<file path="config.mk">
export PLATFORM = sky130hd
export DESIGN_NAME = exc3_bcd_dec
export DESIGN_NICKNAME = d
export VERILOG_FILES = /design/src/rtl/exc3_pkg.sv /design/src/rtl/exc3_digit_dec.sv /design/src/rtl/exc3_bcd_dec.sv
export SDC_FILE = /design/constraint.sdc
export NUM_CORES = 1
export LEC_CHECK = 0
export CAP_MARGIN = 0
export CORE_ASPECT_RATIO = 0.6
export CORE_MARGIN = 4
export CORE_UTILIZATION = 35
export DETAILED_ROUTE_END_ITERATION = 8
export HOLD_SLACK_MARGIN = 0.05
export SLEW_MARGIN = 10
export SYNTH_ARGS = -nofsm -noshare
export SYNTH_HDL_FRONTEND = slang
export SYNTH_SLANG_ARGS = --single-unit
</file>
<file path="constraint.sdc">
create_clock -name clk -period 3.4 [get_ports clk]
set_clock_uncertainty 0.1 [all_clocks]
set_input_delay 0.51 -clock clk [delete_from_list [all_inputs] [get_ports clk]]
set_output_delay 0.51 -clock clk [all_outputs]
set_load 0.02 [all_outputs]
</file>
<file path="src/rtl/exc3_pkg.sv">
// exc3_pkg: shared Excess-3 constants and decoder state encoding
package exc3_pkg;
  typedef enum logic [1:0] {IDLE = 2'd0, ACC = 2'd1, OUT = 2'd2} state_t;
  localparam logic [3:0] EXC3_OFFSET = 4'd3;
  localparam logic [3:0] EXC3_MIN = 4'b0011;
  localparam logic [3:0] EXC3_MAX = 4'b1100;
endpackage

</file>
<file path="src/rtl/exc3_digit_dec.sv">
// exc3_digit_dec: combinational Excess-3 to BCD digit decode with invalid-code flag
module exc3_digit_dec
  import exc3_pkg::*;
(
  input  logic [3:0] code,
  output logic [3:0] bcd,
  output logic       bad
);
  always_comb begin
    bad = (code < EXC3_MIN) || (code > EXC3_MAX);
    bcd = bad ? 4'd0 : code - EXC3_OFFSET;
  end
endmodule

</file>
<file path="src/rtl/exc3_bcd_dec.sv">
// exc3_bcd_dec: accumulates Excess-3 digits into a packed BCD word with valid/ready handshake
module exc3_bcd_dec
  import exc3_pkg::*;
#(
  parameter int NDIG = 4
) (
  input  logic                        clk,
  input  logic                        rst_n,
  input  logic [3:0]                  in_code,
  input  logic                        in_valid,
  input  logic                        in_last,
  output logic                        in_ready,
  output logic [4*NDIG-1:0]           out_bcd,
  output logic [$clog2(NDIG+1)-1:0]   out_count,
  output logic                        out_err,
  output logic                        out_valid,
  input  logic                        out_ready
);
  localparam int CW = $clog2(NDIG + 1);
  state_t            state, state_n;
  logic [4*NDIG-1:0] acc;
  logic [4*NDIG+3:0] wide;
  logic [CW-1:0]     cnt, cnt_inc;
  logic [3:0]        dig;
  logic              err, bad, accept, done, hs;
  exc3_digit_dec u_dec (.code(in_code), .bcd(dig), .bad(bad));
  assign accept  = in_valid && in_ready;
  assign hs      = out_valid && out_ready;
  assign cnt_inc = cnt + CW'(1);
  assign done    = in_last || (cnt_inc == CW'(NDIG));
  assign wide    = {acc, dig};
  always_ff @(posedge clk or negedge rst_n)
    if (!rst_n) state <= IDLE;
    else state <= state_n;
  always_comb begin
    state_n = (state == OUT) ? (out_ready ? IDLE : OUT)
            : accept ? (done ? OUT : ACC) : state;
  end
  always_comb begin
    out_valid = (state == OUT);
    out_bcd   = out_valid ? acc : '0;
    out_count = out_valid ? cnt : '0;
    out_err   = out_valid && err;
  end
  // in_ready is registered so it stays low until the first edge after reset
  always_ff @(posedge clk or negedge rst_n)
    if (!rst_n) begin
      acc      <= '0;
      cnt      <= '0;
      err      <= 1'b0;
      in_ready <= 1'b0;
    end else begin
      in_ready <= (state_n != OUT);
      if (hs) begin
        acc <= '0;
        cnt <= '0;
        err <= 1'b0;
      end else if (accept) begin
        acc <= wide[4*NDIG-1:0];
        cnt <= cnt_inc;
        err <= err | bad;
      end
    end
endmodule

</file>
==> results of run 1 <==
## through the flow
step                      hold WS, ns  std cells  area, sq um
after global placement          0.371        171         1490
after global routing            0.403        175         1530
final                           0.385        175         1530
after detailed placement        0.373        171         1490
after CTS                       0.391        175         1530
after floorplan                 0.114        103         1150
## metal layers
| layer | track usage [%] | vias up | routed length [um] |
|---|---|---|---|
| met1 | 18.0 | 429 | 1240 |
| met2 | 18.8 | 25 | 1050 |
| met3 | 4.64 | 4 | 145 |
| li1 | - | 429 | - |
| met4 | 4.14 | 0 | 33 |
| met5 | 0 | - | 0 |
## Yosys cell counts (2+ instances only)
cell	instances
ha_1	4
inv_1	3
a21oi_1	4
nand2_1	2
o31ai_1	4
dfrtp_1	23
o21a_1	2
xor2_1	4
buf_2	2
a22o_1	13
and2_1	20
nand3_1	7
## cell families (layout without fill, tap and decap cells)
group | count (synthesis) | after routing | share of synthesized area [%]
compound gates | 26 | 26 | 17.7
flops | 23 | 23 | 49.9
mux | 1 | 1 | 0.976
xor+xnor | 5 | 5 | 3.80
fa+ha+maj | 4 | 4 | 4.34
buf+inv | 7 | 37 | 2.82
simple gates | 37 | 37 | 20.5
## flip-flops by register name, indices dropped and copies added, names as in the netlist
signal / cells
acc: 16
in_ready: 1
cnt: 3
state: 2
err: 1
## worst paths after layout
path	start	end	slack [ns]	cells past startpoint
min in group asynchronous	rst_n	acc[10]	0.70	1
setup reg to reg	state[1]	acc[10]	1.76	3
setup / recovery	state[0]	out_bcd[7]	0.90	3
hold reg to reg	err	err	0.38	1
max in group asynchronous	rst_n	acc[13]	1.89	1
hold / removal	err	err	0.38	1
## where the power goes
part           switching, mW  internal, mW  total (mW)
registers              0.104         0.396       0.500
clock network         0.0832        0.0836       0.167
logic                  0.254         0.255       0.509
total                  0.442         0.734        1.18
## final cells by class
class	count	area [sq um]	area share, %
clock buffer	4	45.0	2.94
sequential	23	576	37.6
inverter	3	11.3	0.736
tap	42	52.6	3.43
timing repair buffer	30	300	19.6
multi-input combinational	73	546	35.6
==> metrics.md, run 1 <==
| Metric | Value |
|---|---|
| WL final | about 2500 um |
| Final min period | 2.50 ns |
| PortBufs | 30 |
| Die area | roughly 4300 sq um |
| Leading cell type in the layout, fill and taps excluded | clkdlybuf4s50_1 |
| Resized Gates After CTS | 0 |
| First-pass DRT Iterations | 6 |
| Vias in the first global route | about 850 |
| Longest Clk Path Bufs | 2 |
| Die height | 52.5 um |
| 1st-iter DRT viols | 43 |
| Top cells by area, synth | dfrtp_1 (50%), and2_1 (11%), a22o_1 (9.9%) |
| Global-route wire length before repair | between 4000 and 5000 um |
| Min-delay worst type | register to register |
| Ys Warns | 0 |
| Seq/Total Area, Yosys | 49.9% |
| Top cell type's share of synthesized area | 49.9% |
| Total grt overflow | 0 |
| I/O pin count | 31 |
| CTS tree | built |
| Core area | around 3000 sq um |
| Final design utilization | between 50% and 60% |
| Mean Syn Cell Area | 11.2 sq um |
| Endpoints failing setup | 0 |
| Power Total | 1.18 mW |
| Synth Register Bits | 23 |
| Achievable frequency | around 400 MHz |
| Slew margin rel. | 32.2% |
| CTS root buf | clkbuf_8 |
| Worst setup EP type | output pin |
| P&R area growth vs syn | 32.6% |
| FILL cells | 293 |
| Power per Cell Area | slightly below 800 nW/um^2 |
| Post-DP HPWL | 1760 um |
| Starting Density | 38.4% |
| Slew Viols, Final | 0 |
| Residual DRC | 0 |
| Post-Place Setup Slack | about 1.2 ns |
| Inserted Clock Buffers | 3 |
| Global-route usage over all layers | 13.0% |
| Gate Count Post-Synth | 103 |
| CP max stage delay | 0.60 ns |
| Largest net degree at the start of global routing | 26 |
| Async SR Flop Fraction | 100% |
| Most frequent cells in the layout | clkdlybuf4s50_1 (30), dfrtp_1 (23), and2_1 (20) |
| Hold Buf Count CTS | 0 |
| Post-Syn Nets | ~120 |
| Post-synthesis cell type count | 27 |
| DR WL/cell | 14.1 um |
| Synthesized area | around 1200 sq um |
| Worst-Margin Slew | 1.01 ns |
| Critical path's slowest cell | clkdlybuf4s50_1 |
| Latest clock arrival within the worst-skew pair | 0.26 ns |
| Diode count | 0 |
| Share of cells above drive strength 1 | roughly 6.8% |
| Worst Path Class, Setup | register to output pin |
| Area leader, netlist | dfrtp_1 |
| # rows | 15 |
| Post-synth top flop | dfrtp_1 |
| Sink Count | 23 |
| Crit path cell chain | and2b_4, and2_1, clkdlybuf4s50_1 |
| Nets | 147 |
| Status | finished, final reports clean |
| Reg clk slew, reported paths | 0.08 ns |
| Via density | between 5 and 6 |
| Initial antenna violation count | 0 |
| Max Cap Viol | 0 |
| Final ANT Viol Nets | 0 |
| Top delay family on crit path | simple AND/OR/NAND/NOR gates |
| Vias | 887 |
| Critical Path RT | 2.79 ns |
| VDD IR-drop max | 0.267 mV |
| H-Tree Depth | 1 |
| CP startpoint kind | register |
| GP Congestion | 0.696 |
| Final hold violation count | 0 |
| Post-synth EDFFs | 0 |
| TNS Setup | 0 ns |
| Final worst slack | 0.900 ns |
| CP bufs+invs | 1 |
| RSZ-0062 raised after global routing | false |
| Lkg Pwr | 0.688 nW |
| Crit Path Max Fanout | 25 |
| CP arrival | 1.89 ns |
| Setup bufs post-CTS | 0 |
| Final period utilization | 73.5% |
| Die X-Extent | 82.1 um |
(Power assumes the default switching activity.)
==> run 2, diff against run 1 <==
==> constraint.sdc (replaced) <==
create_clock -name clk -period 2.1 [get_ports clk]
set_clock_uncertainty 0.1 [all_clocks]
set_input_delay 0.315 -clock clk [delete_from_list [all_inputs] [get_ports clk]]
set_output_delay 0.315 -clock clk [all_outputs]
set_load 0.02 [all_outputs]
==> run 2 against run 1 <==
Effect of this change:
- final cell count increased by 2.9%
- highest routed layer unchanged
- die area stayed put
- flip-flop and latch count did not move
- count of clock-buffer cells in the layout unchanged
- sequential share of layout area decreased by 0.34 points
- design area grew 0.90%
- routed wire length rose by 3.8%
- combinational power is 64% higher
- register-to-register slack worse by 1.2 ns
==> metrics.md, run 2 (same netlist as run 1, synthesis figures left out) <==
| Metric | Value |
|---|---|
| Worst Path Class, Setup | register to output pin |
| Core area | 3000 sq um (unchanged) |
| Slew Viols, Final | 0 (unchanged) |
| Starting Density | 38.4% (unchanged) |
| Most frequent cells in the layout | dfrtp_1 (23), dlygate4sd2_1 (21), and2_1 (20) |
| Sink Count | 23 (unchanged) |
| CP bufs+invs | 1 (unchanged) |
| I/O pin count | 31 (unchanged) |
| Residual DRC | 0 (unchanged) |
| Crit path cell chain | and2b_4, and2_1, dlygate4sd2_1 |
| Power per Cell Area | 1240 nW/um^2 (+61%) |
| CTS root buf | clkbuf_8 |
| Latest clock arrival within the worst-skew pair | 0.26 ns (about the same) |
| First-pass DRT Iterations | 4 (-2) |
| Critical Path RT | 1.68 ns (-1.11 ns) |
| Achievable frequency | about 510 MHz |
| Reg clk slew, reported paths | 0.08 ns (about the same) |
| Die X-Extent | 82.1 um (unchanged) |
| Diode count | 0 (unchanged) |
| Lkg Pwr | 0.807 nW (+17%) |
| VDD IR-drop max | 0.543 mV (+100%) |
| Critical path's slowest cell | dfrtp_1 |
| FILL cells | 296 (+1.0%) |
| Die area | 4310 sq um (unchanged) |
| WL final | 2560 um (+3.8%) |
| CP max stage delay | 0.43 ns (-0.17 ns) |
| PortBufs | 30 (unchanged) |
| Total grt overflow | 0 (unchanged) |
| Worst-Margin Slew | 0.553 ns (-0.461 ns) |
| Final ANT Viol Nets | 0 (unchanged) |
| Final design utilization | 51.4% (+0.46 points) |
| Initial antenna violation count | 0 (unchanged) |
| H-Tree Depth | 1 (unchanged) |
| Crit Path Max Fanout | 13 (-48%) |
| Max FFs per register | 16 (unchanged) |
| RR Startpoint | state[0] |
| Final hold violation count | 0 (unchanged) |
| # rows | 15 (unchanged) |
| Inserted Clock Buffers | 3 (unchanged) |
| CP startpoint kind | register |
| Endpoints failing setup | 0 (unchanged) |
| Post-Place Setup Slack | 0.106 ns (-1.08 ns) |
| Share of cells above drive strength 1 | 10.1% (+3.4 points) |
| 1st-iter DRT viols | 43 (unchanged) |
| DR WL/cell | 14.2 um (+0.88%) |
| Top delay family on crit path | simple AND/OR/NAND/NOR gates |
| Final worst slack | 0.145 ns (-0.756 ns) |
| Min-delay worst type | input pin to asynchronous set/reset pin |
| TNS Setup | 0 ns (unchanged) |
| P&R area growth vs syn | 33.8% |
| Reg2Reg Depth | 3 (unchanged) |
| Biggest regs | acc x16, cnt x3, state x2 |
| Reg-to-reg endpoint | acc[15] |
| Cells after DPL | 174 (+1.8%) |
| Vias | 886 (-0.11%) |
| Via density | 4.92 (-2.9%) |
| Global-route usage over all layers | 13.3% (+0.27 points) |
| GP Congestion | 0.719 (+3.4%) |
| Nets | 152 (+3.4%) |
| Global-route wire length before repair | 4200 um (+0.50%) |
| Largest net degree at the start of global routing | 24 (-7.7%) |
| Flop-to-flop setup slack | 0.55 ns (-1.21 ns) |
| Status | finished, final reports clean |
| Post-DP HPWL | 1750 um (-0.36%) |
| Final min period | approximately 2 ns |
| CTS tree | built |
| Worst setup EP type | output pin |
| Final period utilization | 93.1% |
| Final non-filler cell total | 180 (+2.9%) |
| Largest register by flop count | acc |
| Vias in the first global route | 845 (-0.35%) |
| Max Cap Viol | 0 (unchanged) |
| Longest Clk Path Bufs | 2 (unchanged) |
| RSZ-0062 raised after global routing | false |
| Die height | 52.5 um (unchanged) |
| Leading cell type in the layout, fill and taps excluded | dfrtp_1 |
| Slew margin rel. | 63.2% (+31 points) |
| CP arrival | 1.54 ns (-0.35 ns) |
==> run 2: cell count changes in the layout (fill, tap and decap cells not counted) <==
| cell | change |
|---|---|
| dlygate4sd2_1 | +21 |
| and2b_4 | +1 |
| clkdlybuf4s50_1 | -21 |
| buf_4 | +4 |
==> run 2: worst max path at each step <==
stage	depth (start not counted)	slack, ns	end	from
6_report	3	0.14	out_bcd[3]	state[0]
5_1_grt	3	0.05	out_bcd[3]	state[0]
4_1_cts	3	0.14	out_bcd[3]	state[0]
3_5_place_dp	3	0.11	out_bcd[5]	state[0]
3_3_place_gp	3	0.11	out_bcd[1]	state[0]
2_1_floorplan	3	0.56	out_bcd[10]	state[0]
==> run 2: power breakdown <==
part | switching [mW] | internal [mW] | total, mW
logic | 0.435 | 0.400 | 0.836
clock network | 0.134 | 0.135 | 0.269
registers | 0.162 | 0.641 | 0.803
total | 0.731 | 1.18 | 1.91
==> run 2: repair_timing <==
action                                  4_1_cts  5_1_grt
setup buffers                                 1        0
gates resized for setup                      23        0
endpoints found under the setup margin       21        0
hold buffers                                  0        0
==> run 2: final cells by class <==
type	instances	area, sq um	area share, %
inverters	3	11.3	0.729
flip-flops and latches	23	576	37.3
clock buffers	4	45.0	2.92
multi-input cells	74	556	36.0
repair buffers	34	304	19.7
well taps	42	52.6	3.40
==> run 2: routing by layer <==
layer  vias to the layer above  routed length [um]  GRT usage, %
li1                        437                   -             -
met3                         2                 149          4.47
met4                         0                   8          3.59
met2                        21                1090          18.9
met1                       426                1320          19.0
met5                         -                   0             0
==> run 2: per-stage QoR <==
step	instance area [sq um]	power [mW]	hold slack [ns]
6_report	1540	1.91	0.300
5_1_grt	1540	2.05	0.330
4_1_cts	1540	1.93	0.311
3_5_place_dp	1510	1.66	0.371
3_3_place_gp	1510	1.65	0.366
2_1_floorplan	1150	1.33	-0.0806
==> run 3, diff against run 2 <==
--- a/config.mk
+++ b/config.mk
@@ -7,7 +7,7 @@
 export LEC_CHECK = 0
 export CAP_MARGIN = 0
 export CORE_ASPECT_RATIO = 0.6
-export CORE_MARGIN = 4
+export CORE_MARGIN = 2
 export CORE_UTILIZATION = 35
 export DETAILED_ROUTE_END_ITERATION = 8
 export HOLD_SLACK_MARGIN = 0.05
==> run 3 against run 2 <==
Effect of this change:
- utilization is 2.9 points lower
- via count increased by 0.45%
- first-iteration DRC count up 2.3%
- total power shrank 0.51%
- die area down 12%
- critical path depth unchanged
- register-to-register slack got worse by 0.16 ns
- final cell count is 1.7% higher
- routed wire length fell by 1.5%
- maximum frequency is 0.41% higher
==> metrics.md, run 3 (same netlist as run 1, synthesis figures left out) <==
| Metric | Value |
|---|---|
| Cells after DPL | 177 (+1.7%) |
| TNS Setup | 0 ns (unchanged) |
| Critical path's slowest cell | dfrtp_1 |
| CP arrival | 1.53 ns (about the same) |
| Met3 wire length | 149 um (unchanged) |
| Die X-Extent | 78.1 um (-4.9%) |
| FILL cells | 315 (+6.4%) |
| Longest Clk Path Bufs | 2 (unchanged) |
| M1 WL | 1300 um (-1.4%) |
| Initial antenna violation count | 0 (unchanged) |
| Achievable frequency | 514 MHz (+0.41%) |
| GP Congestion | 0.738 (+2.5%) |
| Share of cells above drive strength 1 | 10.9% (+0.72 points) |
| Nets | 152 (unchanged) |
| Critical Path RT | 1.68 ns (about the same) |
| Critical path destination | out_bcd[1] |
| Crit Path Max Fanout | 13 (unchanged) |
| WL final | 2520 um (-1.5%) |
| Global-route wire length before repair | 4390 um (+4.4%) |
| Worst-Margin Slew | 0.594 ns (+0.0415 ns) |
| VDD IR-drop max | 0.511 mV (-5.7%) |
| Largest register by flop count | acc |
| Lkg Pwr | 0.821 nW (+1.7%) |
| First-pass DRT Iterations | 4 (unchanged) |
| CP bufs+invs | 1 (unchanged) |
| Biggest regs | acc x16, cnt x3, state x2 |
| Final period utilization | 92.7% (-0.38 points) |
| Vias | 890 (+0.45%) |
| Final non-filler cell total | 183 (+1.7%) |
| RSZ-0062 raised after global routing | false |
| Flop-to-flop setup slack | 0.39 ns (-0.16 ns) |
| DR WL/cell | 13.8 um (-3.1%) |
| Post-DP HPWL | 1690 um (-3.9%) |
| Latest clock arrival within the worst-skew pair | 0.26 ns (about the same) |
| DR top layer | met4 |
| # rows | 16 (+1) |
| Hold Buf Count CTS | 0 (unchanged) |
| Leading cell type in the layout, fill and taps excluded | dfrtp_1 |
| Worst setup EP type | output pin |
| 1st-iter DRT viols | 44 (+2.3%) |
| Final min period | 1.95 ns (-0.00803 ns) |
| Die height | 48.5 um (-7.6%) |
| Met2 wire len | 1060 um (-2.0%) |
| Starting Density | 36.0% (-2.4 points) |
| Largest net degree at the start of global routing | 24 (unchanged) |
| Final hold slack | 0.310 ns (+0.0104 ns) |
| Final ANT Viol Nets | 0 (unchanged) |
| CTS tree | built |
| Most frequent cells in the layout | dfrtp_1 (23), and2_1 (20), dlygate4sd2_1 (20) |
| Reg clk slew, reported paths | 0.08 ns (about the same) |
| Vias in the first global route | 902 (+6.7%) |
| Final hold violation count | 0 (unchanged) |
| Reg-to-reg endpoint | acc[11] |
| PortBufs | 30 (unchanged) |
| Total grt overflow | 0 (unchanged) |
| Slew Viols, Final | 0 (unchanged) |
| Top delay family on crit path | simple AND/OR/NAND/NOR gates |
| Residual DRC | 0 (unchanged) |
| CTS root buf | clkbuf_8 |
| Crit path cell chain | and2b_4, and2_1, dlygate4sd2_1 |
| Sink Count | 23 (unchanged) |
| Diode count | 0 (unchanged) |
| CP startpoint kind | register |
| Endpoints failing setup | 0 (unchanged) |
| H-Tree Depth | 1 (unchanged) |
| Die area | 3790 sq um (-12%) |
| Max FFs per register | 16 (unchanged) |
| P&R area growth vs syn | 34.6% |
| Reg2Reg Depth | 4 (+1) |
| I/O pin count | 31 (unchanged) |
| Min-delay worst type | input pin to asynchronous set/reset pin |
| Worst Path Class, Setup | register to output pin |
| Stages on the worst setup path | 3 (unchanged) |
| CP startpoint | state[0] |
| Via density | 4.86 (-1.2%) |
| Global-route usage over all layers | 15.0% (+1.7 points) |
| Slew margin rel. | 60.4% (-2.8 points) |
| Power per Cell Area | 1220 nW/um^2 (-1.1%) |
| Inserted Clock Buffers | 3 (unchanged) |
| CP max stage delay | 0.43 ns (about the same) |
| Core area | 3200 sq um (+6.7%) |
| Max Cap Viol | 0 (unchanged) |
| RR Startpoint | state[0] |
| Status | finished, final reports clean |
-- run 3: changes by cell type in the layout (fill, tap and decap cells not counted), sizes merged --
cell	previous run	this run
clkbuf	4	3
dlygate4sd2	21	20
dlymetal6s2s	0	1
clkinv	0	1
-- run 3: layout make-up --
type                    instances  area (sq um)  area share [%]
inverters                       3          11.3           0.725
flip-flops and latches         23           576            37.1
clock inverters                 1          5.00           0.322
repair buffers                 34           308            19.8
clock buffers                   3          41.3            2.66
well taps                      45          56.3            3.63
multi-input cells              74           556            35.8
-- run 3: per-stage QoR --
stage	setup WS (ns)	power [mW]	util, %	area, sq um
final	0.153	1.90	48.5	1550
after global routing	0.0713	2.06	48.5	1550
after CTS	0.0270	1.93	48.4	1550
after detailed placement	0.0939	1.66	47.2	1510
after global placement	0.115	1.64	47.2	1510
after floorplan	0.558	1.33	-	1150
-- run 3: report_power, final --
group	leakage, nW	internal [mW]	switching [mW]
logic	0.498	0.404	0.426
registers	0.298	0.641	0.160
clock network	0.0255	0.132	0.135
-- run 3: worst min path at each step --
stage,to,depth (start not counted),start
detailed placement,acc[13],1,acc[13]
global placement,err,1,err
floorplan,acc[0],0,rst_n
global route,acc[13],2,rst_n
CTS,acc[13],2,rst_n
finish,acc[8],2,rst_n
-- run 3: worst reg2reg max path, delay by kind of cell (launching register included) --
kind | cells | cell delay [ns]
AND/OR/NAND/NOR | 1 | 0.25
flip-flops | 1 | 0.42
buffers and inverters | 1 | 0.16
AO/OA/AOI/OAI | 2 | 0.73
-- run 3: what timing repair did --
action / CTS / global route
setup buffers: 1 / 0
gates resized for setup: 22 / 1
setup endpoints to repair: 21 / 1
cloned: 1 / 0
endpoints found under the hold margin: 0 / 0
-- run 3: routing by layer --
layer / up-vias / global-route usage [%]
met3: 2 / 5.97
met4: 0 / 2.92
met1: 427 / 20.8
li1: 437 / -
met2: 24 / 22.3
met5: - / 0
